**config.mk**
```make
export PLATFORM = sky130hd
export DESIGN_NAME = branch_resolve
export DESIGN_NICKNAME = d
export VERILOG_FILES = /design/src/rtl/branch_resolve_pkg.sv /design/src/rtl/branch_decode.sv /design/src/rtl/branch_resolve.sv
export SDC_FILE = /design/constraint.sdc
export NUM_CORES = 1
export LEC_CHECK = 0
export ABC_AREA = 1
export BUFFER_PORTS_ARGS = -buffer_cell sky130_fd_sc_hd__clkbuf_2
export CAP_MARGIN = 20
export CORE_ASPECT_RATIO = 0.5
export CORE_MARGIN = 2
export CORE_UTILIZATION = 50
export DETAILED_ROUTE_END_ITERATION = 10
export PLACE_DENSITY = 0.77
export REMOVE_ABC_BUFFERS = 1
export SYNTH_ARGS = -nofsm -noshare
export SYNTH_HDL_FRONTEND = slang
export SYNTH_SLANG_ARGS = --single-unit
```
**constraint.sdc**
```tcl
create_clock -name clock -period 3.3 [get_ports clock]
set_input_delay 0.165 -clock clock [delete_from_list [all_inputs] [get_ports clock]]
set_output_delay 0.165 -clock clock [all_outputs]
set_load 0.005 [all_outputs]
```
**src/rtl/branch_resolve_pkg.sv**
```systemverilog
// Shared definitions for execute-stage branch resolution: control opcodes and
// the redirect FSM state encoding.
package branch_resolve_pkg;

    localparam logic [4:0] OpJ   = 5'b00001;
    localparam logic [4:0] OpBne = 5'b00010;
    localparam logic [4:0] OpJal = 5'b00011;
    localparam logic [4:0] OpJr  = 5'b00100;
    localparam logic [4:0] OpBlt = 5'b00110;
    localparam logic [4:0] OpBex = 5'b10110;

    typedef enum logic [1:0] {
        StIdle     = 2'd0,
        StRedirect = 2'd1,
        StSquash   = 2'd2
    } br_state_e;

endpackage

```
**src/rtl/branch_decode.sv**
```systemverilog
// Combinational decode of an execute-stage instruction into conditional-branch,
// taken and target information.
module branch_decode
    import branch_resolve_pkg::*;
(
    input  logic [4:0]  opcode,
    input  logic [31:0] pc,
    input  logic [31:0] imm,
    input  logic [26:0] jtarget,
    input  logic [31:0] rd_value,
    input  logic        isNotEqual,
    input  logic        isLessThan,
    input  logic        rstatus_nonzero,
    output logic        is_cond,
    output logic        taken,
    output logic [31:0] target
);

    logic [31:0] br_target;

    // Relative branches target the instruction after pc plus offset, wrapping freely.
    assign br_target = pc + 32'd1 + imm;

    always_comb begin
        is_cond = 1'b0;
        taken   = 1'b0;
        target  = 32'd0;
        case (opcode)
            OpBne: begin
                is_cond = 1'b1;
                taken   = isNotEqual;
                target  = br_target;
            end
            OpBlt: begin
                is_cond = 1'b1;
                taken   = isLessThan;
                target  = br_target;
            end
            OpBex: begin
                is_cond = 1'b1;
                taken   = rstatus_nonzero;
                target  = {5'b0, jtarget};
            end
            OpJ, OpJal: begin
                taken  = 1'b1;
                target = {5'b0, jtarget};
            end
            OpJr: begin
                taken  = 1'b1;
                target = rd_value;
            end
            default: ;
        endcase
    end

endmodule

```
**src/rtl/branch_resolve.sv**
```systemverilog
// Resolves control transfers in execute, issues a held PC redirect to fetch,
// squashes wrong-path slots and keeps saturating branch statistics.
module branch_resolve
    import branch_resolve_pkg::*;
#(
    parameter int unsigned SQUASH_CYCLES = 2,
    parameter int unsigned CNT_W         = 16
) (
    input  logic             clock,
    input  logic             reset_n,
    input  logic             ex_valid,
    input  logic [4:0]       ex_opcode,
    input  logic [31:0]      ex_pc,
    input  logic [31:0]      ex_imm,
    input  logic [26:0]      ex_target,
    input  logic [31:0]      ex_rd_value,
    input  logic             isNotEqual,
    input  logic             isLessThan,
    input  logic             rstatus_nonzero,
    input  logic             fetch_ready,
    output logic             redirect_valid,
    output logic [31:0]      redirect_pc,
    output logic             flush_if_id,
    output logic             flush_id_ex,
    output logic [CNT_W-1:0] branch_count,
    output logic [CNT_W-1:0] taken_count
);

    localparam int unsigned SqW = (SQUASH_CYCLES < 2) ? 1 : $clog2(SQUASH_CYCLES + 1);

    br_state_e      state;
    logic [SqW-1:0] squash_cnt;
    logic           dec_is_cond;
    logic           dec_taken;
    logic [31:0]    dec_target;

    branch_decode u_decode (
        .opcode          (ex_opcode),
        .pc              (ex_pc),
        .imm             (ex_imm),
        .jtarget         (ex_target),
        .rd_value        (ex_rd_value),
        .isNotEqual      (isNotEqual),
        .isLessThan      (isLessThan),
        .rstatus_nonzero (rstatus_nonzero),
        .is_cond         (dec_is_cond),
        .taken           (dec_taken),
        .target          (dec_target)
    );

    always_ff @(posedge clock or negedge reset_n) begin
        if (!reset_n) begin
            state          <= StIdle;
            squash_cnt     <= '0;
            redirect_valid <= 1'b0;
            redirect_pc    <= 32'd0;
            flush_if_id    <= 1'b0;
            flush_id_ex    <= 1'b0;
            branch_count   <= '0;
            taken_count    <= '0;
        end else begin
            unique case (state)
                StIdle: begin
                    if (ex_valid) begin
                        if (dec_is_cond && !(&branch_count)) begin
                            branch_count <= branch_count + CNT_W'(1);
                        end
                        if (dec_taken) begin
                            if (!(&taken_count)) begin
                                taken_count <= taken_count + CNT_W'(1);
                            end
                            state          <= StRedirect;
                            redirect_valid <= 1'b1;
                            redirect_pc    <= dec_target;
                            flush_if_id    <= 1'b1;
                            flush_id_ex    <= 1'b1;
                        end
                    end
                end
                StRedirect: begin
                    if (fetch_ready) begin
                        redirect_valid <= 1'b0;
                        if (SQUASH_CYCLES == 0) begin
                            state       <= StIdle;
                            flush_if_id <= 1'b0;
                            flush_id_ex <= 1'b0;
                        end else begin
                            state      <= StSquash;
                            squash_cnt <= SqW'(SQUASH_CYCLES);
                        end
                    end
                end
                StSquash: begin
                    // Counter holds the squash cycles left including the current one.
                    if (squash_cnt <= SqW'(1)) begin
                        state       <= StIdle;
                        squash_cnt  <= '0;
                        flush_if_id <= 1'b0;
                        flush_id_ex <= 1'b0;
                    end else begin
                        squash_cnt <= squash_cnt - SqW'(1);
                    end
                end
                default: begin
                    state          <= StIdle;
                    redirect_valid <= 1'b0;
                    flush_if_id    <= 1'b0;
                    flush_id_ex    <= 1'b0;
                end
            endcase
        end
    end

endmodule

```
==> impl_metrics.yaml <==
worst_setup_path:
  path_class: "primary input to flip-flop"
  r2r_slack_ps: 1070
  path_max_fanout: 31
  required_ps: 3500
  r2r_start: "state[1]"
  endpoint_kind: "flip-flop"
  startpoint_type: "primary input"
  r2r_cells: 8
  cp_data_arrival_time_ps: 2460
  r2r_end: "taken_count[13]"
synthesis:
  synthArstFlopShare: 1.00
  ys.flop_type: "dfrtp_1"
  avgSynthCellArea_um2: 6.52
  syn_inst: 953
  ys_seq_area_frac: 0.282
  synth_seq_cells: 70
  netlist_area_um2: 6210
  ys_types: 43
  synth_edf_count: 0
  ys_warn_count: 0
finish:
  syn_to_final_growth_pct: 22.2
  layout_commonest_cell: "nand2_1"
  post-route-util: 0.634
  nets: 1320
  layout_common_cells: "nand2_1 (296), clkbuf_2 (200), inv_1 (156)"
  final_layout_size_suffix_gt1_frac: 0.231
  diodes: 0
floorplanning:
  die-width_um: 162
  rows: 28
  die_area_um2: 13400
  start_util: 0.519
  die_h_um: 82.8
  io_pins: 202
  coreArea_um2: 12000
timing:
  hold_viol_final: 0
  fin_crit_ps: 2260
  clock.fmax_mhz: 443
  rsz0062_at_grt: "no"
  worstMarginPinSlew_ps: 974
  skew_ps: 7.68
  finalMaxSlewViolations: 0
  final.setup.tns_ps: 0
  setup_violations: 0
  slew_headroom: 0.350
  fin_ws_ps: 1040
  timing.final.crit_share: 0.685
place:
  gp_congestion: 0.950
  port-buffer-count: 201
  dp_hpwl_um: 14500
  place_ws_ps: 741
routing:
  drt_pre_antenna_iters: 5
  drtAntennaViolNets: 0
  num_vias: 6682
  viasPerCell: 5.06
  drc: 0
  drt_iter0_drc: 488
  routed_wl_um: 17700
  wire_per_inst_um: 13.4
clock_network:
  insertion_delay_ps: 320
  post_cts.repair.setup_buffers: 0
  root_buffer: "clkbuf_16"
  ctsHoldBuffers: 1
  cts-resized-gates: 0
  htreeDepth: 3
  path_clk_slew_ps: 60
  cts_tree: "built"
  clock_path_buffers: 2
  cts_buffers: 9
  cts.sinks: 70
power:
  finalPower_uw: 3370
  vdd_drop_max_v: 0.000328
  power.density_nw_per_um2: 444
  leakage_uw: 0.00442
hold_path:
  min_path_type: "primary input to flip-flop"
  hp-start: "ex_target[0]"
  min_to: "redirect_pc[0]"
  holdPathStages: 3
status:
  outcome: "complete, no violations"
global_route:
  grt_overflow_total: 0
  grt_max_degree: 39
  antenna_found_initial: 0
  grt_pass1_wl_um: 29100
  track_usage: 0.265
  grt_pass1_vias: 6281
run:
  drv_cap: 0
## critical path, stage by stage
cell	delay, ps
clkbuf_2	120
inv_2	100
nand2_4	70
nor2_8	330
nand3_1	170
nand4_2	140
nand2_2	380
a21oi_4	630
inv_2	180
nand2_1	90
o21ai_1	80
## logic make-up (layout without fill, tap and decap cells)
| group | count (synthesis) | in the layout | synth area share |
|---|---|---|---|
| AND/OR/NAND/NOR | 518 | 518 | 0.357 |
| buffers and inverters | 183 | 385 | 0.121 |
| AO/OA/AOI/OAI | 117 | 117 | 0.126 |
| flip-flops | 70 | 70 | 0.282 |
| adder cells (fa/ha/maj) | 34 | 34 | 0.0697 |
| XOR/XNOR | 31 | 31 | 0.0449 |
## power by group
| part | switching [uW] | internal (uW) |
|---|---|---|
| Combinational | 694 | 517 |
| Sequential | 195 | 1090 |
| Clock | 331 | 545 |
| Total | 1220 | 2150 |
## flip-flops by register name, indices dropped and copies added (netlist names)
| register | cells |
|---|---|
| redirect_pc | 32 |
| branch_count | 16 |
| taken_count | 16 |
| squash_cnt | 2 |
| state | 2 |
| flush_id_ex | 1 |
| redirect_valid | 1 |
## per-stage QoR
| step | hold slack (ps) | std cells | area (um^2) |
|---|---|---|---|
| CTS | 123 | 1320 | 7590 |
| global placement | 282 | 1304 | 7310 |
| floorplan | -131 | 936 | 6090 |
| detailed placement | 299 | 1304 | 7310 |
| finish | 129 | 1320 | 7590 |
| global route | 152 | 1320 | 7590 |
## worst max-delay path by stage
| stage | from | end | slack [ps] |
|---|---|---|---|
| after floorplan | ex_opcode[4] | taken_count[15] | 1420 |
| after global placement | ex_opcode[4] | taken_count[15] | 860 |
| after detailed placement | ex_opcode[4] | taken_count[15] | 740 |
| after CTS | ex_opcode[4] | taken_count[13] | 1050 |
| after global routing | ex_opcode[4] | taken_count[13] | 800 |
| final | ex_opcode[4] | taken_count[13] | 1040 |
## cell usage after synthesis, types with 11 or more instances
library cell | number | share of area
a21oi_1 | 40 | 0.032
a21oi_2 | 11 | 0.016
a22o_1 | 16 | 0.023
dfrtp_1 | 70 | 0.28
ha_1 | 33 | 0.066
inv_1 | 156 | 0.094
nand2_1 | 296 | 0.18
nand3_1 | 66 | 0.053
nor2_1 | 99 | 0.060
nor3_1 | 12 | 0.0097
o21ai_0 | 12 | 0.0097
o21ai_1 | 12 | 0.0097
xor2_1 | 26 | 0.037
## area by class of cell
type / instances / area, um^2
fill: 1186 / 4390
multi-input combinational: 700 / 3710
sequential: 70 / 1750
timing repair buffer: 204 / 1030
inverter: 166 / 626
clock buffer: 14 / 264
tap: 165 / 206
clock inverter: 1 / 5.00
## per-layer routing
metal	track usage	routed length, um
met2	0.438	8010
met3	0.0345	1110
met5	0	0
met1	0.367	8170
met4	0.0700	371
Note: power is estimated with default switching activity, not from simulation.
